===== config.mk =====
export PLATFORM = sky130hd
export DESIGN_NAME = dff_bank_arbiter
export DESIGN_NICKNAME = d
export VERILOG_FILES = /design/src/rtl/dff_bank_arbiter.sv
export SDC_FILE = /design/constraint.sdc
export NUM_CORES = 1
export LEC_CHECK = 0
export BUFFER_PORTS_ARGS = -buffer_cell sky130_fd_sc_hd__buf_2
export CAP_MARGIN = 20
export CORE_UTILIZATION = 44
export CTS_CLUSTER_DIAMETER = 100
export DETAILED_ROUTE_END_ITERATION = 6
export GPL_TIMING_DRIVEN = 0
export PLACE_DENSITY = 0.78
export SYNTH_ARGS = -nofsm -noshare
export SYNTH_HDL_FRONTEND = slang
export SYNTH_SLANG_ARGS = --single-unit
export TNS_END_PERCENT = 100

===== constraint.sdc =====
create_clock -name clk -period 1.9 [get_ports clk]
set_input_delay 0.285 -clock clk [delete_from_list [all_inputs] [get_ports clk]]
set_output_delay 0.285 -clock clk [all_outputs]
set_load 0.005 [all_outputs]

===== src/rtl/dff_bank_arbiter.sv =====
// Round-robin arbiter that grants one of NREQ requesters burst write access to a shared WIDTH-bit register.
// Optional macro ARB_LOCK_EN adds a lock input that holds the grant past MAX_BURST.
module dff_bank_arbiter #(
    parameter int NREQ      = 4,
    parameter int WIDTH     = 8,
    parameter int MAX_BURST = 4
) (
    input  logic                    clk,
    input  logic                    clear,
    input  logic [NREQ-1:0]         req,
    input  logic [NREQ*WIDTH-1:0]   d_in,
`ifdef ARB_LOCK_EN
    input  logic                    lock,
`endif
    output logic [NREQ-1:0]         gnt,
    output logic                    busy,
    output logic [2:0]              owner,
    output logic [WIDTH-1:0]        q,
    output logic [WIDTH-1:0]        qbar
);

    localparam int          IW      = (NREQ > 1) ? $clog2(NREQ) : 1;
    localparam logic [3:0]  MAX_CNT = 4'(MAX_BURST);

    typedef enum logic {IDLE = 1'b0, OWN = 1'b1} state_t;

    // Handshake: req[i] is both request and write-valid; a write happens on
    // every edge where gnt[i] is set and req[i] is high.

    state_t             state, state_n;
    logic [NREQ-1:0]    gnt_n;
    logic [IW-1:0]      owner_r, owner_n;
    logic [IW-1:0]      last_owner, last_owner_n;
    logic [3:0]         count, count_n;
    logic [WIDTH-1:0]   q_n;
    logic [WIDTH-1:0]   slice [NREQ];
    logic [IW-1:0]      cand;
    logic [IW-1:0]      winner;
    logic               found;
    logic               hold;

`ifdef ARB_LOCK_EN
    assign hold = lock;
`else
    assign hold = 1'b0;
`endif

    always_comb begin
        for (int i = 0; i < NREQ; i++) begin
            slice[i] = d_in[i*WIDTH +: WIDTH];
        end
    end

    // Search starts just above the last owner so it lands at lowest priority.
    always_comb begin
        winner = last_owner;
        found  = 1'b0;
        cand   = '0;
        for (int k = 1; k <= NREQ; k++) begin
            cand = IW'((int'(last_owner) + k) % NREQ);
            if (!found && req[cand]) begin
                found  = 1'b1;
                winner = cand;
            end
        end
    end

    always_comb begin
        state_n      = state;
        gnt_n        = gnt;
        owner_n      = owner_r;
        last_owner_n = last_owner;
        count_n      = count;
        q_n          = q;
        case (state)
            IDLE: begin
                gnt_n = '0;
                if (found) begin
                    gnt_n[winner] = 1'b1;
                    owner_n       = winner;
                    count_n       = 4'd0;
                    state_n       = OWN;
                end
            end
            OWN: begin
                if (req[owner_r]) begin
                    q_n = slice[owner_r];
                    if ((count + 4'd1) >= MAX_CNT) begin
                        count_n = MAX_CNT;
                        if (!hold) begin
                            gnt_n        = '0;
                            last_owner_n = owner_r;
                            state_n      = IDLE;
                        end
                    end else begin
                        count_n = count + 4'd1;
                    end
                end else begin
                    gnt_n        = '0;
                    last_owner_n = owner_r;
                    state_n      = IDLE;
                end
            end
            default: begin
                state_n = IDLE;
                gnt_n   = '0;
            end
        endcase
    end

    always_ff @(posedge clk) begin
        if (clear) begin
            state      <= IDLE;
            gnt        <= '0;
            owner_r    <= '0;
            last_owner <= IW'(NREQ - 1);
            count      <= 4'd0;
            q          <= '0;
        end else begin
            state      <= state_n;
            gnt        <= gnt_n;
            owner_r    <= owner_n;
            last_owner <= last_owner_n;
            count      <= count_n;
            q          <= q_n;
        end
    end

    // qbar is derived from q so the pair can never disagree.
    assign qbar  = ~q;
    assign busy  = |gnt;
    assign owner = 3'(owner_r);

endmodule


# ---- Yosys cells after proc, flatten, opt, wreduce, memory -nomap -nowiden
# Index checks and enable logic that the tools add are counted.
# W data, S select, Z words.
dict set report word_totals {
  in_bits 38
  output_inout_bits 24
  elab_cells 76
  regBits 21
}
dict set report classes {
  bitwise 3
  mux 37
  reduce_logical 12
  n_eq_ne 4
  magnitude_cmp 9
  addsub 5
}
# op n
set op_table {}
lappend op_table {{$mux W4} 6}
lappend op_table {{$lt A2 B3 Y1 const B} 6}
lappend op_table {{$bmux W8 S2} 1}
lappend op_table {{$mux W8} 2}
lappend op_table {{$pmux W4 S2} 2}
lappend op_table {{$mux W1} 13}
lappend op_table {{$mux W2} 6}
lappend op_table {{$bmux W1 S2} 5}
lappend op_table {{$not A8 Y8} 1}
lappend op_table {{$reduce_and A2 Y1} 4}
lappend op_table {{$add A2 B1 Y2 const B} 2}
lappend op_table {{$add A2 B2 Y2 const B} 2}
lappend op_table {{$add A4 B1 Y4 const B} 1}
lappend op_table {{$ge A4 B3 Y1 const B} 1}
lappend op_table {{$logic_and A1 B1 Y1} 4}
lappend op_table {{$ne A2 B1 Y1 const B} 2}
lappend op_table {{$reduce_or A4 Y1} 1}
lappend op_table {{$ge A3 B3 Y1 const B} 1}
lappend op_table {{$logic_not A1 Y1} 3}
lappend op_table {{$ne A3 B2 Y1 const B} 1}
lappend op_table {{$not A2 Y3} 1}
lappend op_table {{$demux W1 S2} 1}
lappend op_table {{$ge A2 B1 Y1 const B} 1}
lappend op_table {{$ne A2 B2 Y1 const B} 1}
lappend op_table {{2 further kinds} 2}

# ---- Logic depth before layout (Yosys ltp)
dict set report logic_depth {
  ltp_word 19
  mapped_depth 6
  depth_no_buf 5
}

# ---- Least setup slack after synthesis
# Ideal clock, no wire load.
dict set report synth_path {
  kind {reg-to-reg}
  startpoint {reg owner_r[0]}
  endpoint {reg q[0]}
  setup_time_ns 0.128
  setup_slack_ns 0.397
  path_buffers 1
  period_less_slack_ns 1.503
  t_arrival_ns 1.375
  path_stages_with_launch 6
  cell_sequence {dfxtp_1 mux4_2 and2_4 buf_2 a21oi_1 nor2_1}
}
dict set report synth_via {
  elab_chain_cells 4
  word_cells_on_any_way 7
  classes_between {mux (5); bitwise (1); reduce/logical (1)}
}
# element line_no
set synth_lines {}
lappend synth_lines {{start: declaration} 32} ;# logic [IW-1:0] owner_r, owner_n;
lappend synth_lines {{start signal: assignment} 122} ;# owner_r <= owner_n;
lappend synth_lines {{$not A2 Y3 (implied by the code)} 87} ;# q_n = slice[owner_r];
lappend synth_lines {{$bmux W8 S2} 87}
lappend synth_lines {{$mux W8 (implied by the code) (2 in series)} 87}
lappend synth_lines {{end signal: assignment} 125} ;# q <= q_n;
lappend synth_lines {{end: declaration} 18} ;# output logic [WIDTH-1:0] q,
# Parallel ways exist; a longest one is shown, timed or not. The select of a mux whose other input is x is not followed.
# A chain may end at the register's enable or synchronous reset.

# ---- Worst setup path in the final report
dict set report layout_path {
  startpoint {reg count[0]}
  endpoint {reg gnt[0]}
}
dict set report layout_via {
  elab_chain_cells 3
}
# element line_no
set layout_lines {}
lappend layout_lines {{start: declaration} 34} ;# logic [3:0] count, count_n;
lappend layout_lines {{start signal: assignment} 124} ;# count <= count_n;
lappend layout_lines {{$add A4 B1 Y4} 88} ;# if ((count + 4'd1) >= MAX_CNT) begin
lappend layout_lines {{$ge A4 B3 Y1} 88}
lappend layout_lines {{$ne A3 B2 Y1 (no line)} n/a}
lappend layout_lines {{end signal: assignment} 121} ;# gnt <= gnt_n;
lappend layout_lines {{end: declaration} 15} ;# output logic [NREQ-1:0] gnt,
# Every way passes these cells.

==> results.cfg <==
[run_status]
outcome = finished, final reports clean

[sta]
number_of_hold_violations_in_the_final_report = 0
setup_slack_ps = 122.9
final.min_clock_period_ps = 1777
finalSetupTns_ps = 0
layout_worst_path_cycle_share_pct = 93.53
timing_max_transition_violations_final = 0
slew-limit-headroom_pct = 58.81
fmaxAchievable_ghz = 0.5627
finClkSkew_ps = 2.583
setup_viol_count_final = 0
rsz0062_at_grt = no
timing_worst_slew_pin_value_ps = 617.9

[synthesis]
dominantRegCellSynth = sky130_fd_sc_hd__dfxtp_1
top_count_cell_post_synth = sky130_fd_sc_hd__nor2_1
synthesis.nets = 169
synth.distinct_cells = 34
edff_count_synth = 0
synthesis.area_um2 = 1172
ys_seq_area_share_pct = 35.86
synthTopCellsByCount = 26 x sky130_fd_sc_hd__nor2_1, 21 x sky130_fd_sc_hd__dfxtp_1, 13 x sky130_fd_sc_hd__a21oi_1
synth_async_sr_flop_share_pct = 0
synth_largest_area_cell = sky130_fd_sc_hd__dfxtp_1
ys_seq_elements = 21
synth.top_cell.area_share_pct = 35.86
post_synth.cell_area_avg_um2 = 9.018
synth_warnings = 0
synth_area_leaders = sky130_fd_sc_hd__dfxtp_1 36%, sky130_fd_sc_hd__mux4_2 17%, sky130_fd_sc_hd__nor2_1 8.3%
syn-instance-count = 130

[detailed_routing]
drt-vias-per-instance = 5.348
route.antenna.remaining_nets = 0
route.final.wire_length_um = 3014
vias = 1198
detail_route.iter0.violations = 34
drt_pass1_iterations = 4
drc_errors = 0
wl_per_instance_um = 13.46

[finish]
fillerInstances = 221
syn2layout_area_growth_pct = 31.59
diodes = 0
fin_util_pct = 61.71
drive_above_1_share_pct = 43.30
design.final.nets = 234

[cts]
worst_setup_hold_path_clk_slew_ps = 120
post-cts-setup-buffer-count = 0
clock_tree.root_cell = sky130_fd_sc_hd__clkbuf_4
hold_buffers = 0
max-clock-path-buffers = 2
clk-insertion-delay-late_ps = 300
cts_tree = done
cts_num_sinks = 21
tritoncts.num_buffers = 3
cts_resized = 0
cts_h_tree_depth = 1

[placed_design]
gpl.final_weighted_congestion = 0.8497
number_of_buffers_added_on_ports = 60
pre_cts_slack_ps = 112.2
detailedPlacementHpwl_um = 2294

[global_routing]
total_routing_resource_utilization_after_global_routing_pct = 21.85
grt_max_degree = 12
grt-ovfl-total = 0
global_route_wire_length_before_repair_um = 4464
grt_antenna_before_repair = 0
first_global_vias = 1059

[floorplanning]
dieArea_um2 = 2875
fp.dieW_um = 53.62
core_area_um2 = 2500
die_y_um = 53.62
io_pins = 62
start_util_pct = 46.90
placement_rows = 18

[worst_setup_path]
cp.arrival_ps = 2020
end_of_the_worst_register_to_register_path = gnt[0]
critical_path_rt_ps = 2150
setup.worst_path.class = register to register
crit_fanout = 6
rr_worst_depth = 5
r2r_setup_slack_ps = 120
critical_path.endpoint_type = register
rr_startpoint = count[0]
critPathLaunchType = register

[worst_hold_path]
timing.hold.worst_path_depth = 2
hold_start = clear
timing.hold.worst.class = primary input to register
hold_critical_path_endpoint = count[3]

[power_and_ir_drop]
p_per_area_nw_per_um2 = 717.8
static-leakage-power_nw = 0.6844
ir_worst_vdd_mv = 0.4793

[flow_run]
max_cap_viols = 0
==> worst max-delay path, cell delays in order, from the launching register on <==
cell	delay, ps
sky130_fd_sc_hd__dfxtp_1	370
sky130_fd_sc_hd__ha_1	220
sky130_fd_sc_hd__or3_1	380
sky130_fd_sc_hd__a211oi_2	460
sky130_fd_sc_hd__a22oi_1	180
sky130_fd_sc_hd__nor2_1	100
==> logic make-up (layout without fill, tap and decap cells) <==
family	Yosys count	count (layout)	share of synthesized area [%]
flops	21	21	35.86
other cells	1	1	0.3199
fa+ha+maj	1	1	1.067
compound gates	24	24	13.34
mux	11	11	19.00
simple gates	54	54	23.48
buf+inv	18	82	6.937
==> layout by cell type, fill, tap and decap left out, types with 3 or more instances in the layout <==
cell and count:
sky130_fd_sc_hd__a21oi_1 13, sky130_fd_sc_hd__buf_2 62, sky130_fd_sc_hd__clkbuf_1 5, sky130_fd_sc_hd__clkbuf_4 3, sky130_fd_sc_hd__dfxtp_1 21, sky130_fd_sc_hd__inv_1 10, sky130_fd_sc_hd__mux4_2 9, sky130_fd_sc_hd__nand2_1 5
sky130_fd_sc_hd__nand2b_1 5, sky130_fd_sc_hd__nor2_1 26, sky130_fd_sc_hd__nor3_1 4
==> how the worst max path moves through the flow <==
stage	start	to	slack, ps
2_1_floorplan	owner_r[0]	q[0]	400
3_3_place_gp	last_owner[1]	gnt[1]	210
3_5_place_dp	last_owner[1]	gnt[1]	110
4_1_cts	last_owner[1]	gnt[1]	90
5_1_grt	count[0]	gnt[0]	10
6_report	count[0]	gnt[0]	120
==> final cells by class <==
cell class / instances / area (um^2) / share of cell area, %
well taps: 30 / 37.54 / 2.433
multi-input cells: 91 / 676.9 / 43.88
clock buffers: 4 / 26.28 / 1.703
repair buffers: 60 / 300.3 / 19.46
flip-flops and latches: 21 / 420.4 / 27.25
plain buffers: 8 / 43.79 / 2.839
inverters: 10 / 37.54 / 2.433
==> per-stage QoR <==
stage / total power, W / cell area, um^2 / hold slack, ps / std cells
after global routing: 0.001173 / 1543 / 202.4 / 224
after global placement: 0.0008752 / 1510 / 454.5 / 220
after CTS: 0.001106 / 1536 / 205.6 / 224
after floorplan: 0.0007540 / 1172 / 356.4 / 130
after detailed placement: 0.0008899 / 1510 / 467.7 / 220
final: 0.001107 / 1543 / 215.7 / 224
==> per-layer routing <==
layer	up-vias	part of all wire [%]	routed length (um)	GRT usage, %
met1	578	42	1278	27.37
met2	27	53	1610	36.46
li1	589	-	-	-
met3	4	2.8	83	4.237
met5	-	0	0	0
met4	0	1.4	42	9.211
==> flip-flops by register name, indices dropped and copies added, names as in the netlist <==
register    count
q               8
count           4
gnt             4
last_owner      2
owner_r         2
state           1
==> report_power, final <==
| part | internal [W] | leakage [nW] | switching [W] | total [W] |
|---|---|---|---|---|
| combinational | 0.000191 | 0.498 | 0.000187 | 0.000378 |
| sequential | 0.000479 | 0.172 | 0.0000276 | 0.000507 |
| clock | 0.0000818 | 0.0150 | 0.000140 | 0.000222 |
Note: power is estimated with default switching activity, not from simulation.
